### src/rtl/alu_types.sv
// Shared ALU types and helpers for the arbitrated ALU.
package alu_types;

    typedef enum logic [1:0] {
        OP_ADD = 2'd0,
        OP_SUB = 2'd1,
        OP_MUL = 2'd2
    } operation_t;

    // Width of a requester index; at least one bit so the index always exists.
    function automatic int unsigned req_idx_w(input int unsigned num_req);
        return (num_req <= 2) ? 1 : $clog2(num_req);
    endfunction

endpackage

### src/rtl/alu.sv
// Two-stage ALU: operand capture stage, then registered result (zero when idle).
module alu
    import alu_types::*;
#(
    parameter int unsigned WIDTH = 6
) (
    input  logic             clk,
    input  logic             rst,
    input  logic             in_valid,
    input  operation_t       op,
    input  logic [WIDTH-1:0] a,
    input  logic [WIDTH-1:0] b,
    output logic [WIDTH:0]   out
);

    logic             s1_valid;
    operation_t       s1_op;
    logic [WIDTH-1:0] s1_a;
    logic [WIDTH-1:0] s1_b;
    logic [WIDTH:0]   result;

    // Stage 1: capture the issued operation.
    always_ff @(posedge clk or posedge rst) begin
        if (rst) begin
            s1_valid <= 1'b0;
            s1_op    <= OP_ADD;
            s1_a     <= '0;
            s1_b     <= '0;
        end else begin
            s1_valid <= in_valid;
            s1_op    <= op;
            s1_a     <= a;
            s1_b     <= b;
        end
    end

    // Result arithmetic, all truncated to WIDTH+1 bits; unknown opcodes yield 0.
    always_comb begin
        result = '0;
        case (s1_op)
            OP_ADD:  result = (WIDTH+1)'(s1_a) + (WIDTH+1)'(s1_b);
            OP_SUB:  result = (WIDTH+1)'(s1_a) - (WIDTH+1)'(s1_b);
            OP_MUL:  result = (WIDTH+1)'(s1_a) * (WIDTH+1)'(s1_b);
            default: result = '0;
        endcase
    end

    // Stage 2: registered result, forced to zero when nothing is in stage 1.
    always_ff @(posedge clk or posedge rst) begin
        if (rst) begin
            out <= '0;
        end else begin
            out <= s1_valid ? result : '0;
        end
    end

endmodule

### src/rtl/alu_arbiter.sv
// Round-robin arbiter sharing one pipelined ALU among NUM_REQ requesters.
module alu_arbiter
    import alu_types::*;
#(
    parameter int unsigned WIDTH   = 6,
    parameter int unsigned NUM_REQ = 4
) (
    input  logic                     clk,
    input  logic                     rst_n,
    input  logic                     enable,
    input  logic [NUM_REQ-1:0]       req_valid,
    output logic [NUM_REQ-1:0]       req_ready,
    input  operation_t               req_op [NUM_REQ],
    input  logic [NUM_REQ*WIDTH-1:0] req_a,
    input  logic [NUM_REQ*WIDTH-1:0] req_b,
    output logic [NUM_REQ-1:0]       rsp_valid,
    output logic [WIDTH:0]           rsp_data,
    output logic                     idle
);

    localparam int unsigned            REQ_IDX_W   = req_idx_w(NUM_REQ);
    localparam logic [REQ_IDX_W:0]     NUM_REQ_EXT = (REQ_IDX_W+1)'(NUM_REQ);
    localparam logic [REQ_IDX_W-1:0]   LAST_IDX    = REQ_IDX_W'(NUM_REQ - 1);

    logic [WIDTH-1:0]     a_arr [NUM_REQ];
    logic [WIDTH-1:0]     b_arr [NUM_REQ];
    logic [REQ_IDX_W-1:0] rr_ptr;
    logic [REQ_IDX_W:0]   cand;
    logic                 grant_found;
    logic [REQ_IDX_W-1:0] grant_idx;
    logic                 alu_valid;
    operation_t           alu_op;
    logic [WIDTH-1:0]     alu_a;
    logic [WIDTH-1:0]     alu_b;
    logic                 alu_rst;
    logic                 t1_valid;
    logic [REQ_IDX_W-1:0] t1_idx;

    // Split the flat operand buses into per-requester slices.
    for (genvar g = 0; g < NUM_REQ; g++) begin : g_unpack
        assign a_arr[g] = req_a[g*WIDTH +: WIDTH];
        assign b_arr[g] = req_b[g*WIDTH +: WIDTH];
    end

    // Round-robin search from rr_ptr; nothing is granted while disabled or in reset.
    always_comb begin
        grant_found = 1'b0;
        grant_idx   = '0;
        req_ready   = '0;
        cand        = '0;
        if (enable && rst_n) begin
            for (int unsigned k = 0; k < NUM_REQ; k++) begin
                cand = {1'b0, rr_ptr} + (REQ_IDX_W+1)'(k);
                if (cand >= NUM_REQ_EXT) begin
                    cand = cand - NUM_REQ_EXT;
                end
                if (!grant_found && req_valid[cand[REQ_IDX_W-1:0]]) begin
                    grant_found = 1'b1;
                    grant_idx   = cand[REQ_IDX_W-1:0];
                end
            end
        end
        if (grant_found) begin
            req_ready[grant_idx] = 1'b1;
        end
    end

    // Steer the winner's operation into the ALU; zeros when nothing transfers.
    always_comb begin
        alu_valid = grant_found;
        alu_op    = OP_ADD;
        alu_a     = '0;
        alu_b     = '0;
        if (grant_found) begin
            alu_op = req_op[grant_idx];
            alu_a  = a_arr[grant_idx];
            alu_b  = b_arr[grant_idx];
        end
    end

    // Pointer moves past the winner after each transfer, holds otherwise.
    always_ff @(posedge clk or negedge rst_n) begin
        if (!rst_n) begin
            rr_ptr <= '0;
        end else if (grant_found) begin
            rr_ptr <= (grant_idx == LAST_IDX) ? '0 : grant_idx + REQ_IDX_W'(1);
        end
    end

    // Tag pipeline tracking the issuer; the second stage is the one-hot response strobe.
    always_ff @(posedge clk or negedge rst_n) begin
        if (!rst_n) begin
            t1_valid  <= 1'b0;
            t1_idx    <= '0;
            rsp_valid <= '0;
        end else begin
            t1_valid  <= grant_found;
            t1_idx    <= grant_idx;
            rsp_valid <= '0;
            if (t1_valid) begin
                rsp_valid[t1_idx] <= 1'b1;
            end
        end
    end

    assign idle    = ~t1_valid & ~(|rsp_valid) & ~grant_found;
    assign alu_rst = ~rst_n;

    alu #(
        .WIDTH(WIDTH)
    ) u_alu (
        .clk     (clk),
        .rst     (alu_rst),
        .in_valid(alu_valid),
        .op      (alu_op),
        .a       (alu_a),
        .b       (alu_b),
        .out     (rsp_data)
    );

endmodule
### config.mk
export PLATFORM = sky130hd
export DESIGN_NAME = alu_arbiter
export DESIGN_NICKNAME = d
export VERILOG_FILES = /design/src/rtl/alu_types.sv /design/src/rtl/alu.sv /design/src/rtl/alu_arbiter.sv
export SDC_FILE = /design/constraint.sdc
export NUM_CORES = 1
export LEC_CHECK = 0
export CAP_MARGIN = 20
export CELL_PAD_IN_SITES_DETAIL_PLACEMENT = 2
export CELL_PAD_IN_SITES_GLOBAL_PLACEMENT = 2
export CORE_ASPECT_RATIO = 0.7
export CORE_MARGIN = 2
export CORE_UTILIZATION = 25
export DETAILED_ROUTE_END_ITERATION = 6
export GPL_TIMING_DRIVEN = 0
export PLACE_DENSITY_LB_ADDON = 0.1
export RECOVER_POWER = 100
export SLEW_MARGIN = 20
export SYNTH_ARGS = -nofsm -noshare
export SYNTH_HDL_FRONTEND = slang
export SYNTH_SLANG_ARGS = --single-unit
### constraint.sdc
create_clock -name clk -period 2.98 [get_ports clk]
set_clock_uncertainty 0.1 [all_clocks]
set_input_delay 0.596 -clock clk [delete_from_list [all_inputs] [get_ports clk]]
set_output_delay 0.596 -clock clk [all_outputs]
set_load 0.02 [all_outputs]
Word-level counts from Yosys, hierarchy flattened
Index checks and enable logic that the tools add are counted.
- bitwise operators: 6
- $add $sub $neg: 10
- reductions and logical operators: 11
- muxes and demuxes: 50
- magnitude comparators: 13
- multiply operators: 1
- equality and inequality tests: 3
- operators with widths (cell ; number):
    6-bit two-way mux ; 6
    2-bit two-way mux ; 17
    6-bit binary-select mux with 2-bit select ; 2
    7-bit one-hot mux with 3 select lines ; 1
    2-bit by 3-bit less-than comparator with 1-bit output, second input constant ; 6
    1-bit two-way mux ; 14
    3-bit >= comparator, second input constant ; 4
    1-bit binary-select mux with 2-bit select ; 4
    4-bit two-way mux ; 2
    2-bit by 1-bit subtractor with 2-bit output, second input constant ; 4
    6-bit by 6-bit adder with 7-bit output ; 1
    6-bit by 6-bit multiplier with 7-bit output ; 1
    7-bit two-way mux ; 1
    6-bit by 6-bit subtractor with 7-bit output ; 1
    2-bit by 2-bit adder with 3-bit output, second input constant ; 2
    1-bit logical AND ; 6
    2-bit binary-select mux with 2-bit select ; 1
    1-bit demux with 2-bit select ; 2
    2-bit == test, second input constant ; 2
    2-bit by 1-bit >= comparator with 1-bit output, second input constant ; 2
    4-bit OR reduction ; 1
    2-bit by 1-bit adder with 3-bit output, second input constant ; 1
    2-bit by 3-bit >= comparator with 1-bit output, second input constant ; 1
    1-bit zero test ; 3
    other kinds (6) ; 9
- output and inout bits: 16
- input port bits: 63
- word-level logic and storage cells: 102
- register bits: 30

Depth between registers and ports, before layout
Gate-level depths: netlist of run 1.
- word-level depth: 24
- mapped depth: 14
- gate-level depth less buffers: 13

By module
Synthesis of run 1 repeated with hierarchy kept, for this count alone.
- cell total of the unflattened synthesis: 285
- area total of the unflattened synthesis: 2711.4 um^2
- by module, submodules not included (module ; instances ; cells an instance ; area each (um^2) ; sequential area each (um^2)):
    alu ; 1 ; 152 ; 1596.5 ; 550.5
    alu_arbiter ; 1 ; 133 ; 1114.8 ; 225.2

Worst setup path before layout of run 1
OpenSTA, ideal clock, no wires.
- path type: flip-flop to flip-flop
- start point: register u_alu.s1_b[2]
- end point: register u_alu.out[6]
- data arrival time: 3.001 ns
- stages on the path, launching flop included: 13
- period minus slack after synthesis: 3.220 ns
- library setup time: 0.119 ns
- path buffers: 1
- setup slack: -0.240 ns
- required time: 2.761 ns
- cell sequence: dfrtp_1 -> buf_2 -> nand2_1 -> fa_1 -> fa_1 -> fa_1 -> inv_1 -> ha_1 -> a21oi_1 -> xnor2_1 -> xnor2_1 -> o2bb2ai_1 -> and2_1
- longest elaborated chain between the ends: 3
- elaborated cells between the ends (all ways): 5
- those cells by class: add/sub (2); mul (1); mux (2)
- ends and longest elaborated chain (what ; line ; RTL):
    start: declaration ; alu.sv:19 ; logic [WIDTH-1:0] s1_b;
    start signal: assignment ; alu.sv:28 ; s1_b <= '0;
    start signal: assignment ; alu.sv:33 ; s1_b <= b;
    6-bit by 6-bit multiplier with 7-bit output, or another cell as far along ; alu.sv:43 ; OP_MUL: result = (WIDTH+1)'(s1_a) * (WIDTH+1)'(s1_b);
    7-bit one-hot mux with 3 select lines (*) ; alu.sv:40 ; case (s1_op)
    7-bit two-way mux (*) ; alu.sv:53 ; out <= s1_valid ? result : '0;
    end signal: assignment ; alu.sv:53 ;
    end: declaration ; alu.sv:13 ; output logic [WIDTH:0] out
Mark *: on every way between the ends. The rest lies on a longest branch, timed or not.
A chain may end at the register's enable or synchronous reset.

Worst setup path in the final report of run 1
- start point: register u_alu.s1_a[2]
- end point: register u_alu.out[6]
- longest elaborated chain between the ends: 3
- elaborated cells between the ends (all ways): 5
- those cells by class: add/sub (2); mul (1); mux (2)
- ends and longest elaborated chain (what ; line ; RTL):
    start: declaration ; alu.sv:18 ; logic [WIDTH-1:0] s1_a;
    start signal: assignment ; alu.sv:27 ; s1_a <= '0;
    start signal: assignment ; alu.sv:32 ; s1_a <= a;
    6-bit by 6-bit multiplier with 7-bit output, or another cell as far along ; alu.sv:43 ;
    7-bit one-hot mux with 3 select lines (*) ; alu.sv:40 ;
    7-bit two-way mux (*) ; alu.sv:53 ;
Marked as above.

==> impl_summary.md, run 1 <==
Run status
The run finished, with violations left. The checks that failed: setup timing.

Power
The power per cell area is 493 nW/um^2. In this run the static leakage power is 1.74 nW. VDD sags by at most 0.227 mV.

Clock network
CTS placed an instance of sky130_fd_sc_hd__clkbuf_16 at the clock tree root. At the later pin of the worst-skew pair, clock insertion delay measures roughly 0.27 ns. TritonCTS built the clock tree. The number of clock sinks is 30. The longest clock path from root to sink contains 2 buffers. In this run the number of H-tree levels came out at 2. Clock tree synthesis inserted a total of 5 buffers. The clock-pin slew on the worst setup and hold paths is about 0.06 ns.

Critical path
For the worst setup path, the data required time is 3.05 ns. Of all nets on the critical path, the largest fanout is 5. In this run the critical register-to-register path is captured at u_alu.out[6]. The arrival time reported for the critical path endpoint is 3.37 ns. The slack of the worst reg-to-reg path is -0.32 ns. On the critical path the largest part of the delay comes from adder cells. The largest single stage delay on the critical path is 0.51 ns.

The critical path is of the flop to flop type. In this run the critical register-to-register path is launched from u_alu.s1_a[2]. The buffers plus inverters on the worst setup path is 1. For this design, the slowest cell found on the critical path is sky130_fd_sc_hd__fa_1. The number of logic stages on the critical path including buffering is 12. The critical path launch point type is a flop.

Tracing the worst setup path back leads to its startpoint at u_alu.s1_a[2]. The number of cells on the worst reg-to-reg path is 12. The element type at the critical path end is a flop. Walking the worst path, the cells encountered are buf_6 -> and2_4 -> fa_1 -> ha_2 -> fa_2 -> ha_1 -> a21o_1 -> a21oi_4 -> xnor2_2 -> xnor2_1 -> o2bb2ai_1 -> and2_1.

Finish
The library cells used most frequently in the layout, excluding fill and tap cells, are 57 x sky130_fd_sc_hd__clkdlybuf4s50_1, 42 x sky130_fd_sc_hd__nor2_1, 23 x sky130_fd_sc_hd__nand2_1. The total inserted antenna cells is 0. Summing all non-filler instances in the final layout gives an area of 3990 sq um.

Relative to the synthesized area, the layout overhead comes to 47.4%. The number of nets at the end of the flow is 507. The commonest non-fill, non-tap cell in the layout is sky130_fd_sc_hd__clkdlybuf4s50_1. After filler insertion, the fill cell instance count of the layout stands at 1143. The fraction of layout cells with a size suffix above 1 is a little under 20%. Cells fill about two fifths of the core in the end.

Synth
In this run, synthesis produced a sequential element count of 30. The combined area of all synthesized cells is approximately 2700 sq um. The synthesized netlist contains 40 unique library cells. The synthesized instance count is 306. By area the synthesized netlist is led by sky130_fd_sc_hd__dfrtp_1 28%, sky130_fd_sc_hd__ha_1 9.7%, sky130_fd_sc_hd__fa_1 7.4%. The warning count from the yosys run is 0. Summed over its instances, the top area cell type makes up 27.7% of the synthesized netlist area. The synthesized net count is 400.

The synthesized design spends more area on one cell type than any other, namely sky130_fd_sc_hd__dfrtp_1. The proportion of synthesized chip area in sequential cells is 27.7%. The per-instance average area after synthesis is 8.84 sq um.

Timing
Setup repair after global routing could not meet its margin everywhere. The final cycle utilization of the critical path is 111%. The final setup slack of the worst path is -0.322 ns. The worst pin sits at a relative slew slack of 58.3%. The final-report max-slew violation count is 0. The number of endpoints with negative hold slack in the final report is 0. The number of setup violations in the final report is 5.

The measured slew at the worst slew-check pin is approximately 0.63 ns. After layout, the minimum clock period comes to 3.30 ns. The fmax is 303 MHz.

Floorplanning
The placeable core area is 10400 sq um. The die is 91.1 um tall. The horizontal die dimension is around 130 um.

In this run the count of I/O pins placed on the die edge is 79. Once the floorplan was initialized, standard cells occupied 25.9% of the core. The floorplan step defined a die boundary enclosing approximately 12000 sq um. The floorplan has 31 rows.

Global routing
The combined global-route utilization of all metal layers is 17.1%. Entering global routing, the biggest net connects 33 pins. The wire length of the first global-routing pass is 15.6 mm. Summed over all layers, the global routing overflow is 0. The initial antenna violation count is 0. The number of global-route vias before repair is 2936.

Placed design
The weighted congestion reported at the end of routability-driven placement is 0.794. The placed instance area is 3670 sq um. The half-perimeter wire length after placement is about 7.6 mm. The number of input and output port buffers inserted is just under 80.

Min path
The kind of path behind the tightest hold check is input port to async pin.

Drt
The routed via count divided by cell count is 4.71. In the final routed layout, each cell accounts on average for roughly 18 um. The detailed-router iteration count before antenna repair is 4. The number of DRC violations after detailed-routing iteration 0 is 57. The final layout contains routed wiring with a total length of 9.60 mm. The number of antenna-violating nets in the routed design is 0.

The total number of vias is 2570. After detailed routing, the number of remaining DRC violations is 0.

Flow run
The tool flagged a number of max-cap violations equal to 0.
-- worst max path at each step --
stage / endpoint / slack, ns
2_1_floorplan: u_alu.out[6] / -0.13
3_3_place_gp: req_ready[3] / -1.93
3_5_place_dp: req_ready[3] / -1.0
4_1_cts: u_alu.out[6] / -0.31
5_1_grt: u_alu.out[6] / -0.39
6_report: u_alu.out[6] / -0.32
-- worst reg2reg max path, delay by kind of cell (launching register included) --
family          cells  cell delay, ns
flops               1            0.44
simple gates        2            0.29
buf+inv             1            0.13
fa+ha+maj           4            1.48
compound gates      3            0.50
xor+xnor            2            0.25
-- report_power, final --
group / internal [mW] / switching [mW] / total (mW) / leakage [nW]
logic: 0.459 / 0.489 / 0.949 / 1.27
registers: 0.462 / 0.0473 / 0.509 / 0.388
clock network: 0.330 / 0.177 / 0.507 / 0.0729
-- cell usage after synthesis --
cell,instances
sky130_fd_sc_hd__and3b_1,1
sky130_fd_sc_hd__mux2i_1,14
sky130_fd_sc_hd__and2_1,17
sky130_fd_sc_hd__o21ai_0,13
sky130_fd_sc_hd__nand3b_1,2
sky130_fd_sc_hd__or4_1,1
sky130_fd_sc_hd__o221ai_1,1
sky130_fd_sc_hd__o32ai_1,5
sky130_fd_sc_hd__o21bai_1,1
sky130_fd_sc_hd__o21a_1,1
sky130_fd_sc_hd__nand2b_1,5
sky130_fd_sc_hd__nor3b_1,1
sky130_fd_sc_hd__fa_1,10
sky130_fd_sc_hd__o21ai_1,15
sky130_fd_sc_hd__buf_12,1
sky130_fd_sc_hd__o22ai_1,1
sky130_fd_sc_hd__and3_1,1
sky130_fd_sc_hd__nand2_1,25
sky130_fd_sc_hd__a21oi_1,9
sky130_fd_sc_hd__or2_1,1
sky130_fd_sc_hd__o32ai_2,9
sky130_fd_sc_hd__buf_6,2
sky130_fd_sc_hd__buf_2,6
sky130_fd_sc_hd__o2bb2ai_1,1
sky130_fd_sc_hd__inv_1,13
sky130_fd_sc_hd__nor2_2,1
sky130_fd_sc_hd__nand3_1,3
sky130_fd_sc_hd__and4_1,1
sky130_fd_sc_hd__ha_1,21
sky130_fd_sc_hd__clkbuf_1,5
sky130_fd_sc_hd__nor3_1,17
sky130_fd_sc_hd__a21o_1,3
sky130_fd_sc_hd__xor2_1,5
sky130_fd_sc_hd__buf_4,1
sky130_fd_sc_hd__inv_2,2
sky130_fd_sc_hd__nor2b_1,5
sky130_fd_sc_hd__nor2_1,42
sky130_fd_sc_hd__a21oi_4,1
sky130_fd_sc_hd__xnor2_1,13
sky130_fd_sc_hd__dfrtp_1,30
-- per-layer routing --
metal  vias up  track usage [%]  wire (um)
li1       1258                -          -
met2        65             29.7       4620
met4         0             2.20         77
met3         6             3.18        336
met1      1241             22.7       4560
met5         -                0          0
-- area by class of cell --
type	instances	area, sq um	share of cell area (%)
Inverter	15	58.8	1.47
Clock buffer	6	139	3.48
Multi-Input combinational cell	246	1830	46.0
Tap cell	132	165	4.14
Timing Repair Buffer	101	923	23.1
Buffer	14	95.1	2.38
Sequential cell	30	762	19.1
Clock inverter	2	12.5	0.314
-- stage by stage --
stage | total power, mW | setup TNS (ns) | setup WS (ns) | std cells | hold slack, ns
2_1_floorplan | 1.07 | -0.130 | -0.130 | 306 | 0.200
3_3_place_gp | 1.37 | -23.02 | -1.93 | 516 | 0.370
3_5_place_dp | 1.40 | -5.07 | -0.997 | 516 | 0.377
4_1_cts | 1.99 | -0.342 | -0.310 | 543 | 0.173
5_1_grt | 2.11 | -1.62 | -0.389 | 546 | 0.175
6_report | 1.96 | -0.839 | -0.322 | 546 | 0.147
-- sequential cells by signal, indices dropped and copies added, names as in the netlist --
signal,cells
u_alu.s1_op,2
u_alu.out,7
u_alu.s1_a,6
t1_idx,2
rsp_valid,4
rr_ptr,2
u_alu.s1_b,6
u_alu.s1_valid,1
-- kinds of logic after synthesis --
group | share of synthesized area (%)
compound gates | 16.7
fa+ha+maj | 17.1
buf+inv | 5.73
simple gates | 21.7
mux | 5.18
flops | 27.7
xor+xnor | 5.83
-- what timing repair did --
item | CTS | global route
pin swaps | 14 | 4
hold buffers | 0 | 0
resized for setup | 44 | 19
setup endpoints to repair | 8 | 8
buffers inserted | 19 | 4
(Power assumes the default switching activity.)
==> inputs of run 2 (changes only) <==
Settings changed: CTS_CLUSTER_SIZE set to 40, SLEW_MARGIN 20 to 0.
==> run 2 against run 1 <==
  * The flow still finishes with violations (setup timing)
  * Register-to-register slack improved by 0.03 ns
  * Critical path depth unchanged
  * Sequential share of layout area shrank 0.63 points
  * Routed wire length up 3.3%
  * Cell count rose by 0.37%
  * Non-clock buffer count grew 3
  * Sequential cell count unchanged
  * Worst hold slack gained 0.11 ns
  * Combinational power rose by 3.7%
  * Fmax is 1.0% higher
  * Power increased by 5.3%
  * Largest power group unchanged
==> impl_summary.md, run 2 (synthesis gave the netlist of run 1 again) <==
Drt
The total number of vias is 2601 (+1.2%). The average detailed-routed wire length per instance is 18.1 um (+2.9%). The routed via count divided by cell count is 4.75 (+0.84%). The number of remaining DRC errors is 0 (unchanged).

The detailed-router iteration count before antenna repair is 4 (unchanged). The number of antenna-violating nets in the routed design is 0 (unchanged). The detailed-route wire length came to 9.91 mm (+3.3%).

The number of DRC violations after detailed-routing iteration 0 is 57 (unchanged).

Finish
Counting flops per register, the top entry is u_alu.out. The utilization of the core after routing is 39.5% (+1.2 points). Relative to the synthesized area, the layout overhead comes to 52.1%. The total inserted antenna cells is 0 (unchanged). The library cell used most frequently in the layout, excluding fill and tap cells, is sky130_fd_sc_hd__clkdlybuf4s50_1. The final standard cell count with taps included and fillers excluded is 548 (+0.37%).

The total of fill cells in the finished design is 1147 (+0.35%). The number of flip-flops under the largest register name came to 7 (unchanged). The top cell types in the final layout, fill and taps aside, are 57 x sky130_fd_sc_hd__clkdlybuf4s50_1, 41 x sky130_fd_sc_hd__nor2_1, 23 x sky130_fd_sc_hd__nand2_1.

In the final layout, the registers with the most flip-flops are u_alu.out: 7 flops, u_alu.s1_a: 6 flops, u_alu.s1_b: 6 flops. The fraction of layout cells with a size suffix above 1 is 20.4% (+1.1 points). The number of nets at the end of the flow is 510 (+0.59%).

Clock network
The number of buffers inserted during clock tree synthesis is 5 (unchanged). The clock-pin slew on the worst setup and hold paths is 0.05 ns (about the same). The deepest level of the CTS H-tree was 2 (unchanged). The hold buffer count at cts came to 0 (unchanged). The buffer type at the clock tree root is sky130_fd_sc_hd__clkbuf_16. The CTS tree is done. The clock latency on the worst-skew pair is 0.27 ns (about the same). The number of clock sinks is 30 (unchanged). The clock tree buffer depth was 2 (unchanged).

Power
The leakage power of the design is 1.78 nW (+2.3%). The total power is 2.07 mW (+5.3%). The internal portion of total power is 1.35 mW (+7.6%). The maximum resistive drop on vdd was 0.242 mV (+6.5%).

The sequential share of power was 24.2% (-1.7 points). The fraction of power spent switching nets is 34.9% (-1.4 points). The net switching power of the design is 0.723 mW (+1.2%). The power per cell area was 502 nW/um^2 (+2.0%). The share of total power in combinational logic is 47.6% (-0.7 points). The share of power burned in the clock network was 28.2% (+2.4 points).

Global routing
The number of global-route vias before repair is 2976 (+1.4%). The combined global-route utilization of all metal layers is 17.5% (+0.37 points). The maximum number of pins on one net before global-route repair was 22 (-33%). The wire length of the first global-routing pass is 15.9 mm (+2.1%). The initial antenna violation count is 0 (unchanged). The global-route congestion overflow total is 0 (unchanged).

Run status
The final reports fail on setup timing. The run finished, with violations left.

Flow run
The count of maximum capacitance violations was 0 (unchanged).

Critical path
The peak fanout along the critical path is 5 (unchanged). The element type at the critical path end is a flop. The slack of the worst reg-to-reg path was -0.29 ns (+0.03 ns). The data required time at the worst endpoint is 3.05 ns (about the same). The setup path with the least slack is of type flop to flop. The worst setup path is launched from a flop. The arrival time reported for the critical path endpoint came to 3.33 ns (-0.04 ns).

Floorplanning
The number of placed I/O pins came to 79 (unchanged). The die area is 11700 sq um (unchanged). The horizontal die dimension is 128 um (unchanged).

The y dimension of the die is 91.1 um (unchanged). The cell row count came to 31 (unchanged). The initial core utilization came to 25.9% (unchanged). The placeable core area was 10400 sq um (unchanged).

Placed design
The half-perimeter wire length after placement came to 7.71 mm (+1.4%). The number of placed cells counting well taps came to 517 (+0.19%). The weighted congestion reported at the end of routability-driven placement is 0.794 (unchanged). The number of input and output port buffers inserted is 78 (unchanged).

Timing
The shortest period the worst path allows is 3.27 ns (-0.0341 ns). The worst hold slack is 0.261 ns (+0.114 ns). The tightest slew margin relative to the limit is 50.2% (-8.1 points).

The final setup slack of the worst path was -0.287 ns (+0.0341 ns). The number of endpoints with negative hold slack in the final report is 0 (unchanged). The fmax is 306 MHz (+1.0%). The measured slew at the worst slew-check pin is 0.747 ns (+0.121 ns).

The number of setup violations in the final report is 6 (+1). The setup TNS is -0.664 ns (+0.175 ns). Setup repair after global routing could not meet its margin everywhere. The final-report max-slew violation count is 0 (unchanged). The final cycle utilization of the critical path came to 110% (-1.1 points).

Min path
The min-delay analysis places its worst path in the category input port to async pin.
==> run 2: final timing paths <==
kind                                     from            end  cells after the start
worst max-delay path            u_alu.s1_b[2]   u_alu.out[6]                     12
worst min register to register      t1_idx[0]   rsp_valid[0]                      1
worst min-delay path                    rst_n      rr_ptr[0]                      1
min in group clk                    t1_idx[0]   rsp_valid[0]                      1
max in group asynchronous               rst_n  u_alu.s1_b[0]                      2
worst max register to register  u_alu.s1_b[2]   u_alu.out[6]                     12
==> run 2: critical path: stages (launching register included) <==
cell,delay [ns]
sky130_fd_sc_hd__dfrtp_1,0.38
sky130_fd_sc_hd__buf_6,0.13
sky130_fd_sc_hd__and2_4,0.15
sky130_fd_sc_hd__fa_1,0.55
sky130_fd_sc_hd__ha_2,0.19
sky130_fd_sc_hd__fa_2,0.46
sky130_fd_sc_hd__ha_1,0.31
sky130_fd_sc_hd__a21o_1,0.19
sky130_fd_sc_hd__a21oi_4,0.17
sky130_fd_sc_hd__xnor2_2,0.15
sky130_fd_sc_hd__xnor2_1,0.10
sky130_fd_sc_hd__o2bb2ai_1,0.12
sky130_fd_sc_hd__and2_1,0.16
==> run 2: routing by layer <==
metal	wire (um)	up-vias	share of wire [%]	global-route usage (%)
met5	0	-	0	0
met4	59	0	0.60	2.38
met3	341	4	3.4	3.01
met2	4870	56	49	30.6
met1	4650	1268	47	23.0
li1	-	1273	-	-
==> run 2: area by class of cell <==
class / instances / area, sq um / share of cell area (%)
timing repair buffer: 103 / 952 / 23.1
tap: 132 / 165 / 4.01
multi-input combinational: 246 / 1910 / 46.3
inverter: 15 / 58.8 / 1.43
clock buffer: 6 / 139 / 3.37
buffer: 15 / 105 / 2.55
sequential: 30 / 761 / 18.5
clock inverter: 1 / 30.0 / 0.729
==> run 2: what timing repair did <==
item	in CTS	in global routing
pin swaps	11	4
resized for setup	48	22
endpoints found under the setup margin	9	7
setup buffers	18	6
==> run 2: power by group through the flow <==
stage	logic (mW)	clock network [mW]	registers, mW
after detailed placement	0.888	0	0.518
after CTS	0.966	0.591	0.502
after global placement	0.857	0	0.518
final	0.984	0.584	0.501
after floorplan	0.548	0	0.522
after global routing	1.10	0.615	0.510
==> run 2: metrics by stage <==
| step | setup WS (ns) | area (sq um) |
|---|---|---|
| 2_1_floorplan | -0.130 | 2730 |
| 3_3_place_gp | -1.93 | 3670 |
| 3_5_place_dp | -1.29 | 3700 |
| 4_1_cts | -0.288 | 4070 |
| 5_1_grt | -0.370 | 4120 |
| 6_report | -0.287 | 4120 |
